[src/rtl/hs_pkg.sv]
// Shared definitions for the valid/ready stream endpoints: ready-pattern
// modes, FSM state encoding and the 16-bit LFSR polynomial with its
// zero-seed substitute.
package hs_pkg;

  typedef enum logic [1:0] {
    MODE_ALWAYS   = 2'd0,
    MODE_PERIODIC = 2'd1,
    MODE_LFSR     = 2'd2,
    MODE_NEVER    = 2'd3
  } ready_mode_e;

  typedef enum logic {
    ST_IDLE = 1'b0,
    ST_RUN  = 1'b1
  } state_e;

  localparam int unsigned LFSR_W   = 16;
  localparam int unsigned PERIOD_W = 4;

  // Fibonacci x^16+x^14+x^13+x^11+1, right-shifting: feedback from bits 0,2,3,5
  localparam logic [LFSR_W-1:0] LFSR_TAPS      = 16'h002D;
  localparam logic [LFSR_W-1:0] LFSR_ZERO_SEED = 16'hACE1;

  // One LFSR step
  function automatic logic [LFSR_W-1:0] lfsr_step(input logic [LFSR_W-1:0] s);
    return {^(s & LFSR_TAPS), s[LFSR_W-1:1]};
  endfunction

  // An all-zero seed would lock the LFSR, so substitute a known-good one
  function automatic logic [LFSR_W-1:0] lfsr_seed(input logic [LFSR_W-1:0] seed);
    return (seed == '0) ? LFSR_ZERO_SEED : seed;
  endfunction

endpackage

[src/rtl/hs_lfsr16.sv]
// 16-bit Fibonacci LFSR with seed load and step enable.
// Ports: clk, rst_n; load/seed (load takes priority, zero seed substituted);
// en (advance one step); state (registered value); state_nxt_c (value the
// register takes at the next edge, combinational).
module hs_lfsr16
  import hs_pkg::*;
(
  input  logic              clk,
  input  logic              rst_n,
  input  logic              load,
  input  logic              en,
  input  logic [LFSR_W-1:0] seed,
  output logic [LFSR_W-1:0] state,
  output logic [LFSR_W-1:0] state_nxt_c
);

  // Next-state select
  always_comb begin
    state_nxt_c = state;
    if (load) begin
      state_nxt_c = lfsr_seed(seed);
    end else if (en) begin
      state_nxt_c = lfsr_step(state);
    end
  end

  // State register
  always_ff @(posedge clk or negedge rst_n) begin
    if (!rst_n) begin
      state <= LFSR_ZERO_SEED;
    end else begin
      state <= state_nxt_c;
    end
  end

endmodule

[config.mk]
export PLATFORM = sky130hd
export DESIGN_NAME = hs_lfsr16
export DESIGN_NICKNAME = d
export VERILOG_FILES = /design/src/rtl/hs_pkg.sv /design/src/rtl/hs_lfsr16.sv
export SDC_FILE = /design/constraint.sdc
export NUM_CORES = 1
export LEC_CHECK = 0
export BUFFER_PORTS_ARGS = -buffer_cell sky130_fd_sc_hd__buf_2
export CORE_MARGIN = 10
export CORE_UTILIZATION = 41
export CTS_BUF_LIST = sky130_fd_sc_hd__clkbuf_4 sky130_fd_sc_hd__clkbuf_8 sky130_fd_sc_hd__clkbuf_16
export CTS_CLUSTER_SIZE = 14
export DETAILED_ROUTE_END_ITERATION = 8
export PLACE_DENSITY_LB_ADDON = 0.2
export RECOVER_POWER = 25
export SYNTH_ARGS = -nofsm -noshare
export SYNTH_HDL_FRONTEND = slang
export SYNTH_SLANG_ARGS = --single-unit
[constraint.sdc]
create_clock -name clk -period 1.7 [get_ports clk]
set_clock_uncertainty 0.1 [all_clocks]
set_input_delay 0.425 -clock clk [delete_from_list [all_inputs] [get_ports clk]]
set_output_delay 0.425 -clock clk [all_outputs]
set_load 0.02 [all_outputs]
* Yosys cells after proc, flatten, opt, wreduce, memory -nomap -nowiden
Cells that the tools add are included.
** Word-level totals
- Flip-flop bits (word level) :: 16
- Word-level logic and storage cells :: 6
** Operators by class
- Multiplexer cells :: 3
- Reduce and logical (&&, ||, !) cells :: 2
** Operator list (count)
- $mux 16 :: 3
- $logic_not 16->1 :: 1
- $reduce_xor 16->1 :: 1

* Logic depth before layout (Yosys ltp)
- Depth in word-level cells :: 3
- Mapped depth :: 4

* Least setup slack after synthesis
No wires, ideal clock.
- Path type :: register to output
- From :: reg state[0]
- To :: out state_nxt_c[15]
- Path buffers :: 0
- Data arrival time :: 1501 ps
- Path slack :: -326 ps
- Cell stages (with the launch flop) :: 5
- Cell sequence :: dfstp_2 > xor2_1 > xnor2_1 > mux2i_1 > o21ai_0
** Between the ends
- Word-level cells in the longest chain between the ends :: 3
** Ends and longest elaborated chain
- from (decl) :: RTL line hs_lfsr16.sv:13 : output logic [LFSR_W-1:0] state,
- from (signal assigned) :: RTL line hs_lfsr16.sv:32 : state <= state_nxt_c;
- $reduce_xor 16->1 :: RTL line hs_pkg.sv:27 : return {^(s & LFSR_TAPS), s[LFSR_W-1:1]};
- $mux 16 :: RTL line hs_lfsr16.sv:22 : end else if (en) begin
- $mux 16 :: RTL line hs_lfsr16.sv:20 : if (load) begin
- to (decl) :: RTL line hs_lfsr16.sv:14 : output logic [LFSR_W-1:0] state_nxt_c
No other way between the ends.

* Final worst setup path
- From :: in seed[1]
- To :: out state_nxt_c[13]
** Between the ends
- Word-level cells in the longest chain between the ends :: 3
** Ends and longest elaborated chain
- from (decl) :: RTL line hs_lfsr16.sv:12 : input logic [LFSR_W-1:0] seed,
- $logic_not 16->1 :: RTL line hs_pkg.sv:32 : return (seed == '0) ? LFSR_ZERO_SEED : seed;
- $mux 16 :: RTL line hs_pkg.sv:32
- $mux 16 :: RTL line hs_lfsr16.sv:20
No other way between the ends.

==> impl_metrics.prom <==
# TYPE chip_impl_metric gauge
chip_impl_metric{name="syn_warnings",unit=""} 0
chip_impl_metric{name="synth.net_count",unit=""} 91
chip_impl_metric{name="finalCoreUtilization",unit="%"} 84.12
chip_impl_metric{name="dieHeight",unit="um"} 65.46
chip_impl_metric{name="grt_pass1_wl",unit="um"} 4878
chip_impl_metric{name="clk_transition_reported_paths",unit="ns"} 0.10
chip_impl_metric{name="start_util",unit="%"} 43.18
chip_impl_metric{name="fin_ws",unit="ns"} -0.3657
chip_impl_metric{name="largest_register_ff_count",unit=""} 16
chip_impl_metric{name="max-slew-margin-rel",unit="%"} 40.42
chip_impl_metric{name="clock_tree.htree_level_count",unit=""} 1
chip_impl_info{name="layout_top_registers",value="state x16"} 1
chip_impl_metric{name="layout_worst_path_cycle_share",unit="%"} 121.5
chip_impl_metric{name="synth_compound_gate_area_share",unit="%"} 14.18
chip_impl_info{name="run_status",value="complete, but fails checks"} 1
chip_impl_metric{name="fp.coreArea",unit="um2"} 1962
chip_impl_info{name="clockRootBuffer",value="clkbuf_4"} 1
chip_impl_metric{name="syn_avg_cell_area",unit="um2"} 11.93
chip_impl_metric{name="timing.final.setup_violations",unit=""} 17
chip_impl_info{name="failing_checks",value="setup timing"} 1
chip_impl_metric{name="worst-slew-pin-transition",unit="ns"} 0.8936
chip_impl_metric{name="finalWorstPathRequiredPeriod",unit="ns"} 2.066
chip_impl_metric{name="place.detailed.instances",unit=""} 162
chip_impl_metric{name="synth-seq-area-share",unit="%"} 48.45
chip_impl_metric{name="design_power_total",unit="mW"} 1.339
chip_impl_metric{name="final_cell_area",unit="um2"} 1650
chip_impl_info{name="top_register",value="state"} 1
chip_impl_metric{name="chipWidth",unit="um"} 65.46
chip_impl_metric{name="grt_pass1_vias",unit=""} 1020
chip_impl_metric{name="synth_simple_gate_area_share",unit="%"} 9.158
chip_impl_metric{name="gp_routability_congestion",unit=""} 0.7748
chip_impl_metric{name="fmax",unit="GHz"} 0.4841
chip_impl_metric{name="setup-tns-final",unit="ns"} -3.641
chip_impl_metric{name="cap_viol_max_count",unit=""} 0
chip_impl_metric{name="cts_num_sinks",unit=""} 16
chip_impl_info{name="hold_path.class",value="in -> reg"} 1
chip_impl_metric{name="worst_ep_arrival_time",unit="ns"} 1.54
chip_impl_metric{name="place_hpwl",unit="um"} 2227
chip_impl_metric{name="power.density",unit="nW/um2"} 811.2
chip_impl_info{name="main_combinational_cell_family_by_area_after_synthesis",value="multiplexers"} 1
chip_impl_metric{name="cp_max_fo",unit=""} 7
chip_impl_metric{name="synth.ff_latch_count",unit=""} 16
chip_impl_metric{name="nets",unit=""} 173
chip_impl_metric{name="drt.antenna.violating_nets",unit=""} 0
chip_impl_metric{name="finalHoldViolCount",unit=""} 0
chip_impl_metric{name="dpl_cell_area",unit="um2"} 1269
chip_impl_metric{name="first_drt_pass_iteration_count",unit=""} 4
chip_impl_info{name="clock_tree_from_tritoncts",value="done"} 1
chip_impl_metric{name="numPortBuffers",unit=""} 51
chip_impl_info{name="crit_path_frequent_cell",value="buf_6"} 1
chip_impl_metric{name="drt-initial-drc-count",unit=""} 28
chip_impl_metric{name="cts-buffers-inserted",unit=""} 3
chip_impl_metric{name="drive_above_1_share",unit="%"} 78.29
chip_impl_metric{name="worst-r2r-setup-slack",unit="ns"} -0.02
chip_impl_metric{name="max_buffers_root_to_sink",unit=""} 2
chip_impl_metric{name="critPathRequiredTime",unit="ns"} 1.17
chip_impl_metric{name="areaGrowthSynthToFinish",unit="%"} 94.83
chip_impl_metric{name="grt_antenna_before_repair",unit=""} 0
chip_impl_info{name="cp-end-kind",value="primary output"} 1
chip_impl_metric{name="io_pins",unit=""} 52
chip_impl_metric{name="synthDistinctLibCells",unit=""} 17
chip_impl_metric{name="final.hold.worst_slack",unit="ns"} 0.3094
chip_impl_metric{name="maximum_number_of_pins_on_one_net_before_global_route_repair",unit=""} 17
chip_impl_metric{name="globalRouteTotalUtil",unit="%"} 14.33
chip_impl_metric{name="power.leakage",unit="nW"} 0.7725
chip_impl_metric{name="post_synth_inst_count",unit=""} 71
chip_impl_metric{name="critPathMaxStageDelay",unit="ns"} 0.26
chip_impl_info{name="classification_of_the_worst_setup_path",value="in -> out"} 1
chip_impl_metric{name="n_antenna_cell",unit=""} 0
chip_impl_metric{name="vdd.ir_drop.worst",unit="V"} 0.0007127
chip_impl_metric{name="synthXorXnorAreaFrac",unit="%"} 3.102
chip_impl_metric{name="clk_latency",unit="ns"} 0.29
chip_impl_metric{name="drt-total-wl",unit="um"} 3425
chip_impl_info{name="rsz_0062_raised_after_global_routing",value="yes"} 1
chip_impl_metric{name="overflow",unit=""} 0
chip_impl_metric{name="detailroute.via_count",unit=""} 928
chip_impl_metric{name="slew_viol_final",unit=""} 0
chip_impl_metric{name="std_cell_rows",unit=""} 16
chip_impl_info{name="crit_chain",value="buf_6, nor4_4, and4_1, nand2b_4, o22a_2, buf_6"} 1
chip_impl_metric{name="final_cell_count_no_fill",unit=""} 179
chip_impl_metric{name="fp.dieArea",unit="um2"} 4284
chip_impl_metric{name="yosys-mux-area-fraction",unit="%"} 20.38
chip_impl_metric{name="drc_errors",unit=""} 0
chip_impl_info{name="cp_slowest_cell",value="nor4_4"} 1
chip_impl_metric{name="vias_per_cell",unit=""} 5.184
chip_impl_metric{name="post_drt_wl_per_cell",unit="um"} 19.13
chip_impl_metric{name="preCtsSetupSlack",unit="ns"} -0.4360
chip_impl_metric{name="arithmetic_cell_share_of_the_synthesized_area_counting_full_adders_half_adders_and_majority_gates",unit="%"} 0
chip_impl_metric{name="syn_area",unit="um2"} 847.1
chip_impl_info{name="startpoint_type",value="primary input"} 1
area by class of cell:
cell class,count,area [um2]
clock buffer,4,36.28
fill,120,311.5
multi-input combinational,50,520.5
sequential,16,410.4
tap,27,33.78
timing repair buffer,82,649.4
Yosys cell counts, drive strengths merged:
cell    number  share of area, %
and4         1               1.0
buf          4               4.3
nand2b       1               1.6
xor2         1               1.0
mux2i        9                11
mux2         7               9.7
clkbuf       1              0.44
dfstp        8                25
o22a         7               8.3
dfrtp        8                24
o21ai       10               5.9
nor4         4               3.0
xnor2        2               2.1
nand2        8               3.5
power by group:
part           internal [mW]  switching (mW)  leakage [nW]
sequential             0.440          0.0386         0.181
clock                  0.131           0.131        0.0210
combinational          0.303           0.296         0.571
layer usage:
| metal | global-route usage [%] | vias up | wire length (um) |
|---|---|---|---|
| li1 | - | 431 | - |
| met1 | 13.16 | 456 | 1191 |
| met2 | 28.66 | 37 | 1980 |
| met3 | 4.915 | 4 | 222 |
| met4 | 4.011 | 0 | 31 |
| met5 | 0 | - | 0 |
kinds of logic (layout without fill, tap and decap cells):
family,Yosys count,count (layout)
AO/OA/AOI/OAI,17,17
AND/OR/NAND/NOR,14,14
buffers and inverters,5,86
XOR/XNOR,3,3
multiplexers,16,16
flip-flops,16,16
repair_timing:
| action | 4_1_cts | 5_1_grt |
|---|---|---|
| cloned | 0 | 0 |
| gates resized for setup | 41 | 19 |
| buffers inserted | 11 | 3 |
| pin swaps | 9 | 10 |
| hold endpoints to repair | 8 | 0 |
| setup endpoints to repair | 16 | 16 |
| hold buffers | 1 | 0 |
layout by cell type, fill, tap and decap left out, types with 4 or more instances in the layout:
cell type  netlist  layout
dfrtp_1          8       8
mux2_2           6       6
nor4_4           0       4
nand2_1          8       8
buf_6            1      24
o22a_4           0       4
dfstp_2          8       8
mux2i_1          9       7
buf_4            0      30
o21ai_2          0       5
buf_2            2      25
worst max-delay path, delay by kind of cell:
family                 cells  cell delay, ns
and+or+nand+nor            3            0.72
buffers and inverters      2            0.22
AOI/OAI and AO/OA          1            0.18
worst paths after layout:
kind | from | to | cells after the start
min reg2reg | state[12] | state[12] | 2
max | seed[1] | state_nxt_c[13] | 6
max in group asynchronous | rst_n | state[8] | 2
max reg2reg | state[2] | state[1] | 8
min | seed[2] | state[2] | 3
min in group asynchronous | rst_n | state[12] | 2
Power figures use the tool's default switching activity.
